**src/rtl/vga_pkg.sv**
```systemverilog
// rtl/vga_pkg.sv - shared constants, state encoding and framebuffer address helper for the VGA fetch path
package vga_pkg;

    localparam int H_ACTIVE_DEFAULT = 640;
    localparam int V_ACTIVE_DEFAULT = 480;
    localparam int FB_WIDTH         = 160;
    localparam int FB_HEIGHT        = 120;
    localparam int ADDR_W           = 15;

    typedef enum logic {
        SYNC_WAIT = 1'b0,
        RUN       = 1'b1
    } fetch_state_t;

    // row*160 + col as row*128 + row*32 + col, so no multiplier is inferred
    function automatic logic [ADDR_W-1:0] fb_addr(input logic [9:0] row, input logic [9:0] col);
        logic [ADDR_W-1:0] row_w;
        logic [ADDR_W-1:0] col_w;
        row_w = {5'b0, row};
        col_w = {5'b0, col};
        return (row_w << 7) + (row_w << 5) + col_w;
    endfunction

endpackage

```
**src/rtl/vga_rgb332_expand.sv**
```systemverilog
// rtl/vga_rgb332_expand.sv - combinational RGB332 to RGB444 expansion by bit replication
module vga_rgb332_expand (
    input  logic [7:0]  rgb332,
    output logic [11:0] rgb444
);

    assign rgb444 = {rgb332[7:5], rgb332[7],
                     rgb332[4:2], rgb332[4],
                     rgb332[1:0], rgb332[1:0]};

endmodule

```
**src/rtl/vga_pixel_fetch.sv**
```systemverilog
// rtl/vga_pixel_fetch.sv - two-stage framebuffer fetch and colour output; optional white border with VGA_FETCH_BORDER_EN
module vga_pixel_fetch
    import vga_pkg::*;
#(
    parameter int H_ACTIVE    = H_ACTIVE_DEFAULT,
    parameter int V_ACTIVE    = V_ACTIVE_DEFAULT,
    parameter int SCALE_SHIFT = 2
) (
    input  logic              clk,
    input  logic              rst,
    input  logic [9:0]        xpos,
    input  logic [9:0]        ypos,
    input  logic              HSync_in,
    input  logic              VSync_in,
    output logic [ADDR_W-1:0] vram_addr,
    output logic              vram_en,
    input  logic [7:0]        vram_data,
    output logic              HSync,
    output logic              VSync,
    output logic [3:0]        r,
    output logic [3:0]        g,
    output logic [3:0]        b,
    output logic [7:0]        frame_cnt
);

    localparam logic [9:0] H_LIM  = 10'(H_ACTIVE);
    localparam logic [9:0] V_LIM  = 10'(V_ACTIVE);
    localparam logic [9:0] H_LAST = 10'(H_ACTIVE - 1);
    localparam logic [9:0] V_LAST = 10'(V_ACTIVE - 1);

    fetch_state_t      state;
    fetch_state_t      state_next;

    logic              active;
    logic              on_border;
    logic [9:0]        row;
    logic [9:0]        col;
    logic [ADDR_W-1:0] addr_calc;
    logic              hs_q;
    logic              vs_q;
    logic              border_q;
    logic              vs_rise;
    logic              vs_fall;
    logic [11:0]       rgb444;
    logic [11:0]       pix_next;

    assign active    = (xpos < H_LIM) && (ypos < V_LIM);
    assign row       = ypos >> SCALE_SHIFT;
    assign col       = xpos >> SCALE_SHIFT;
    assign addr_calc = fb_addr(row, col);

`ifdef VGA_FETCH_BORDER_EN
    assign on_border = (xpos == 10'd0) || (xpos == H_LAST) ||
                       (ypos == 10'd0) || (ypos == V_LAST);
`else
    assign on_border = 1'b0;
`endif

    // vs_q is both the edge-detect reference and the first sync delay stage
    assign vs_rise = VSync_in & ~vs_q;
    assign vs_fall = ~VSync_in & vs_q;

    always_ff @(posedge clk) begin
        if (rst) begin
            state <= SYNC_WAIT;
        end else begin
            state <= state_next;
        end
    end

    always_comb begin
        state_next = state;
        case (state)
            SYNC_WAIT: if (vs_rise) state_next = RUN;
            RUN:       state_next = RUN;
            default:   state_next = SYNC_WAIT;
        endcase
    end

    // Stage 1: address, enable and sync capture
    always_ff @(posedge clk) begin
        if (rst) begin
            vram_en   <= 1'b0;
            vram_addr <= '0;
            hs_q      <= 1'b1;
            vs_q      <= 1'b1;
            border_q  <= 1'b0;
        end else begin
            vram_en  <= active && (state == RUN);
            hs_q     <= HSync_in;
            vs_q     <= VSync_in;
            border_q <= active && on_border;
            // Off-screen coordinates would overflow the address, so hold instead
            if (active) begin
                vram_addr <= addr_calc;
            end
        end
    end

    vga_rgb332_expand u_expand (
        .rgb332 (vram_data),
        .rgb444 (rgb444)
    );

    always_comb begin
        pix_next = 12'h000;
        if (vram_en && (state == RUN)) begin
            pix_next = border_q ? 12'hFFF : rgb444;
        end
    end

    // Stage 2: colour and aligned syncs
    always_ff @(posedge clk) begin
        if (rst) begin
            r     <= 4'h0;
            g     <= 4'h0;
            b     <= 4'h0;
            HSync <= 1'b1;
            VSync <= 1'b1;
        end else begin
            r     <= pix_next[11:8];
            g     <= pix_next[7:4];
            b     <= pix_next[3:0];
            HSync <= hs_q;
            VSync <= vs_q;
        end
    end

    always_ff @(posedge clk) begin
        if (rst) begin
            frame_cnt <= 8'd0;
        end else if ((state == RUN) && vs_fall) begin
            frame_cnt <= frame_cnt + 8'd1;
        end
    end

endmodule

```
**config.mk**
```make
export PLATFORM = sky130hd
export DESIGN_NAME = vga_pixel_fetch
export DESIGN_NICKNAME = d
export VERILOG_FILES = /design/src/rtl/vga_pkg.sv /design/src/rtl/vga_rgb332_expand.sv /design/src/rtl/vga_pixel_fetch.sv
export SDC_FILE = /design/constraint.sdc
export NUM_CORES = 1
export LEC_CHECK = 0
export ABC_AREA = 1
export BUFFER_PORTS_ARGS = -buffer_cell sky130_fd_sc_hd__buf_2
export CAP_MARGIN = 15
export CORE_MARGIN = 2
export CORE_UTILIZATION = 40
export CTS_CLUSTER_DIAMETER = 80
export DETAILED_ROUTE_END_ITERATION = 16
export PLACE_DENSITY_LB_ADDON = 0.2
export SLEW_MARGIN = 15
export SYNTH_ARGS = -nofsm -noshare
export SYNTH_HDL_FRONTEND = slang
export SYNTH_SLANG_ARGS = --single-unit
```
**constraint.sdc**
```tcl
create_clock -name clk -period 1.88 [get_ports clk]
set_input_delay 0.376 -clock clk [delete_from_list [all_inputs] [get_ports clk]]
set_output_delay 0.376 -clock clk [all_outputs]
set_load 0.01 [all_outputs]
```
Word-level counts from Yosys, hierarchy flattened
Cells that the tools add are included.

Flip-flop bits (word level): 41. Logic and storage cells: 29. Output and inout port bits: 38.

Mux-type cells: 2. Bitwise logic cells: 6. Reduce and logical (&&, ||, !) cells: 5. Order comparisons: 2. Add/sub/neg operators: 3.

Operators with widths (count): adder 15 x 13 -> 15 bit (1); adder 15 x 8 -> 15 bit (1); less-than comparator 10 bit, second input constant (1); less-than comparator 10 x 9 -> 1 bit, second input constant (1); adder 8 x 1 -> 8 bit, second input constant (1); logical AND 1 bit (4); NOT 1 bit (4); bitwise AND 1 bit (2); one-hot mux 1 bit (2 select lines) (1); OR reduction 2 bit (1); two-way mux 1 bit (1).

Depth between registers and ports, before layout
Depth after elaboration: 4. Depth in mapped cells: 12. Depth with buffers taken out: 12.

Cells and area by module
Synthesis repeated with hierarchy kept, for this count alone.

Cells, all modules: 268. Area, all modules: 2113.3 µm².

By module, submodules not included: vga_pixel_fetch (sequential area each 820.8 µm², area an instance 2023.2 µm², cells each 256, instances 1); vga_rgb332_expand (sequential area each 0.0 µm², area an instance 90.1 µm², cells each 12, instances 1).

Least setup slack after synthesis
OpenSTA, ideal clock, no wires.

Path kind: input to register. Start: in xpos[9]. End: reg vram_addr[8]. Data arrival time: 1884 ps. Cell stages on the path: 7. Setup slack: -119 ps. Buffers on the path: 0. Required time: 1764 ps. Cells stage by stage: inv_1 > fa_1 > inv_1 > fa_1 > or2_2 > a21oi_1 > nor2_1.

Cells in the longest elaborated chain, start to end: 2. Elaborated cells on any way between the ends: 3. Classes of those cells: add/sub (1); order compare (1); reduce/logical (1).

Ends and longest elaborated chain: start: declaration (line vga_pixel_fetch.sv:11) `input logic [9:0] xpos,`; branches (longest 2 deep; another with adder 15 x 8 -> 15 bit); end signal: assignment (line vga_pixel_fetch.sv:95) `vram_addr <= addr_calc;`; end: declaration (line vga_pixel_fetch.sv:15) `output logic [ADDR_W-1:0] vram_addr,`.

Several ways; the timed one is not identified. A chain may end at the register's enable or synchronous reset.

Worst setup path after layout
Start: in xpos[8]. End: reg vram_addr[14].

Same word-level chain as after synthesis.

==> results.toml <==
[timing]
finClkSkew_ns = 0.00188
period_share_pct = 93.7
fin_crit_ns = 1.76
drv_slew = 0
tightestPinTransition_ns = 0.320
tns_ns = 0
max_freq_ghz = 0.568
setup_viol = 0
rsz0062_at_grt = "false"
whs_ns = 0.278
slew_headroom_pct = 78.7
hold_viol = 0

[grt]
grt_util_all_layers_pct = 15.7
grt_max_degree = 19
grt_pass1_vias = 1557
grt-busiest-layer = "met2"
grt_pass1_wl_um = 6600
met2_usage_pct = 25.3
use_met3_pct = 6.31
grtUsageMet1_pct = 19.6
antenna_found_initial = 0
overflow = 0

[route]
route.vias.total = 1715
routed_wl_um = 3820
ant_nets = 0
post_drt_via_cell_ratio = 4.62
firstDrtPassIters = 4
wl_per_cell_um = 10.3
drt_iter0_drc = 70
drc = 0

[worst_setup_path]
r2r_slack_ns = 0.69
cp.required_ns = 2.06
arrival_ns = 1.94
worstPathMaxFanout = 3
crit_buf_inv = 1
crit_start = "xpos[8]"
crit_family = "adder cells"
critical_path_class = "in -> reg"
crit_chain = "buf_2, ha_1, ha_1, fa_2, nand2_2, nand2_2, nand3b_1, nor2_1, nor3_1, nor2_1"
start_kind = "primary input"
critPathMaxStageDelay_ns = 0.41
cpMaxStageDelayCell = "fa_2"
critPathCaptureType = "register"
r2r-start = "frame_cnt[1]"

[placed_design]
io_buffers = 65
place_hpwl_um = 3020
place.gp.congestion = 0.800
dp_cells = 364

[synth]
synth_area_sq_um = 1930
syn_nets = 292
synth_seq_cells = 37
yosysSeqAreaShare_pct = 38.5
synth_cell_types = 29
synthTopCellsByArea = "dfxtp_1 (38%), ha_1 (10%), nand2_1 (9.0%)"
avgSynthCellArea_sq_um = 7.96
synth_top_area_cell = "dfxtp_1"
netlist_instances = 242
netlist.area_leader.share_pct = 38.5
ys_warn_count = 0

[layout]
nets = 367
antenna_cells = 0
finalCoreUtilization_pct = 52.1
final_cells = 371
nFillCells = 492
layout_common_cells = "buf_2 (64), nand2_1 (44), dfxtp_1 (37)"
final_common_cell = "buf_2"
drive_above_1_share_pct = 36.6
area_delta_synth_final_pct = 26.8

[clocking]
cts_sinks = 37
ctsRootBufferMaster = "clkbuf_8"
htreeDepth = 2
cts_buffers = 5
clkTransAtPathRegs_ns = 0.07
postCtsSetupBuffers = 0
cts_max_path_buffers = 2
clkLatencyLatePin_ns = 0.28
post_cts_resized = 0
cts_tree = "built"
postCtsHoldBufs = 0

[run]
cap_violations = 0

[pwr]
power_density_nw_per_um2 = 709
finalPower_mw = 1.73
vdd_ir_drop_max_uv = 467
p_leak_nw = 1.27

[floorplanning]
core_area_sq_um = 4690
initial_utilization_pct = 41.0
rows = 25
die-width_um = 73.4
io_pins = 70
die-area_sq_um = 5380
die_h_um = 73.4

[min_path]
hold_path.class = "in -> reg"
worstHoldStart = "HSync_in"

[run_status]
status = "completed"
[cell usage after synthesis (all sizes together)]
cell	count
nand3	11
o21bai	1
xor2	1
nand4	3
nor3b	1
o22ai	1
buf	9
nor3	4
a21oi	22
nor2	23
nand3b	2
inv	37
nand2	54
or2	6
ha	16
dfxtp	37
fa	2
o21ai	11
xnor2	1
[layout make-up]
| class | instances | area, sq um | area share [%] |
|---|---|---|---|
| inverter | 37 | 141 | 5.79 |
| clock buffer | 7 | 86.3 | 3.53 |
| sequential | 37 | 741 | 30.3 |
| timing repair buffer | 77 | 422 | 17.3 |
| tap | 54 | 67.6 | 2.77 |
| multi-input combinational | 159 | 985 | 40.3 |
[per-stage QoR]
| stage | setup slack (ns) | instance area, sq um |
|---|---|---|
| finish | 0.118 | 2440 |
| global placement | -0.190 | 2350 |
| floorplan | -0.0108 | 1930 |
| global route | 0.0143 | 2440 |
| CTS | 0.0693 | 2430 |
| detailed placement | -0.242 | 2350 |
[kinds of logic (layout without fill, tap and decap cells)]
group	after synthesis	in the layout	share of synthesized area [%]
AO/OA/AOI/OAI	35	35	11.0
XOR/XNOR	2	2	0.910
adder cells (fa/ha/maj)	18	18	12.5
buffers and inverters	46	121	11.0
flip-flops	37	37	38.5
AND/OR/NAND/NOR	104	104	26.1
[worst register-to-register path: cells and delay by family, from the launching register on]
kind            cells  cell delay [ns]
flops               1             0.38
compound gates      1             0.04
fa+ha+maj           1             0.22
buf+inv             1             0.07
simple gates        3             0.37
[worst paths after layout]
kind,to,cells after the start
max,vram_addr[14],10
min,hs_q,2
max reg2reg,frame_cnt[4],6
min reg2reg,HSync,1
[routing by layer]
metal	vias up	share of wire, %
met2	41	45
met3	2	6.7
met5	-	0
met1	759	47
met4	0	0.50
li1	913	-
[registers in the layout, summed over array words and instances (netlist names)]
signal,count
vram_addr,15
hs_q,1
b,2
state,1
r,3
vram_en,1
frame_cnt,8
HSync,1
vs_q,1
VSync,1
g,3
[power breakdown]
group / switching, mW / internal (mW) / total [mW]
combinational: 0.194 / 0.164 / 0.358
sequential: 0.0173 / 0.816 / 0.834
clock: 0.249 / 0.290 / 0.540
total: 0.461 / 1.27 / 1.73
Power figures use the tool's default switching activity.
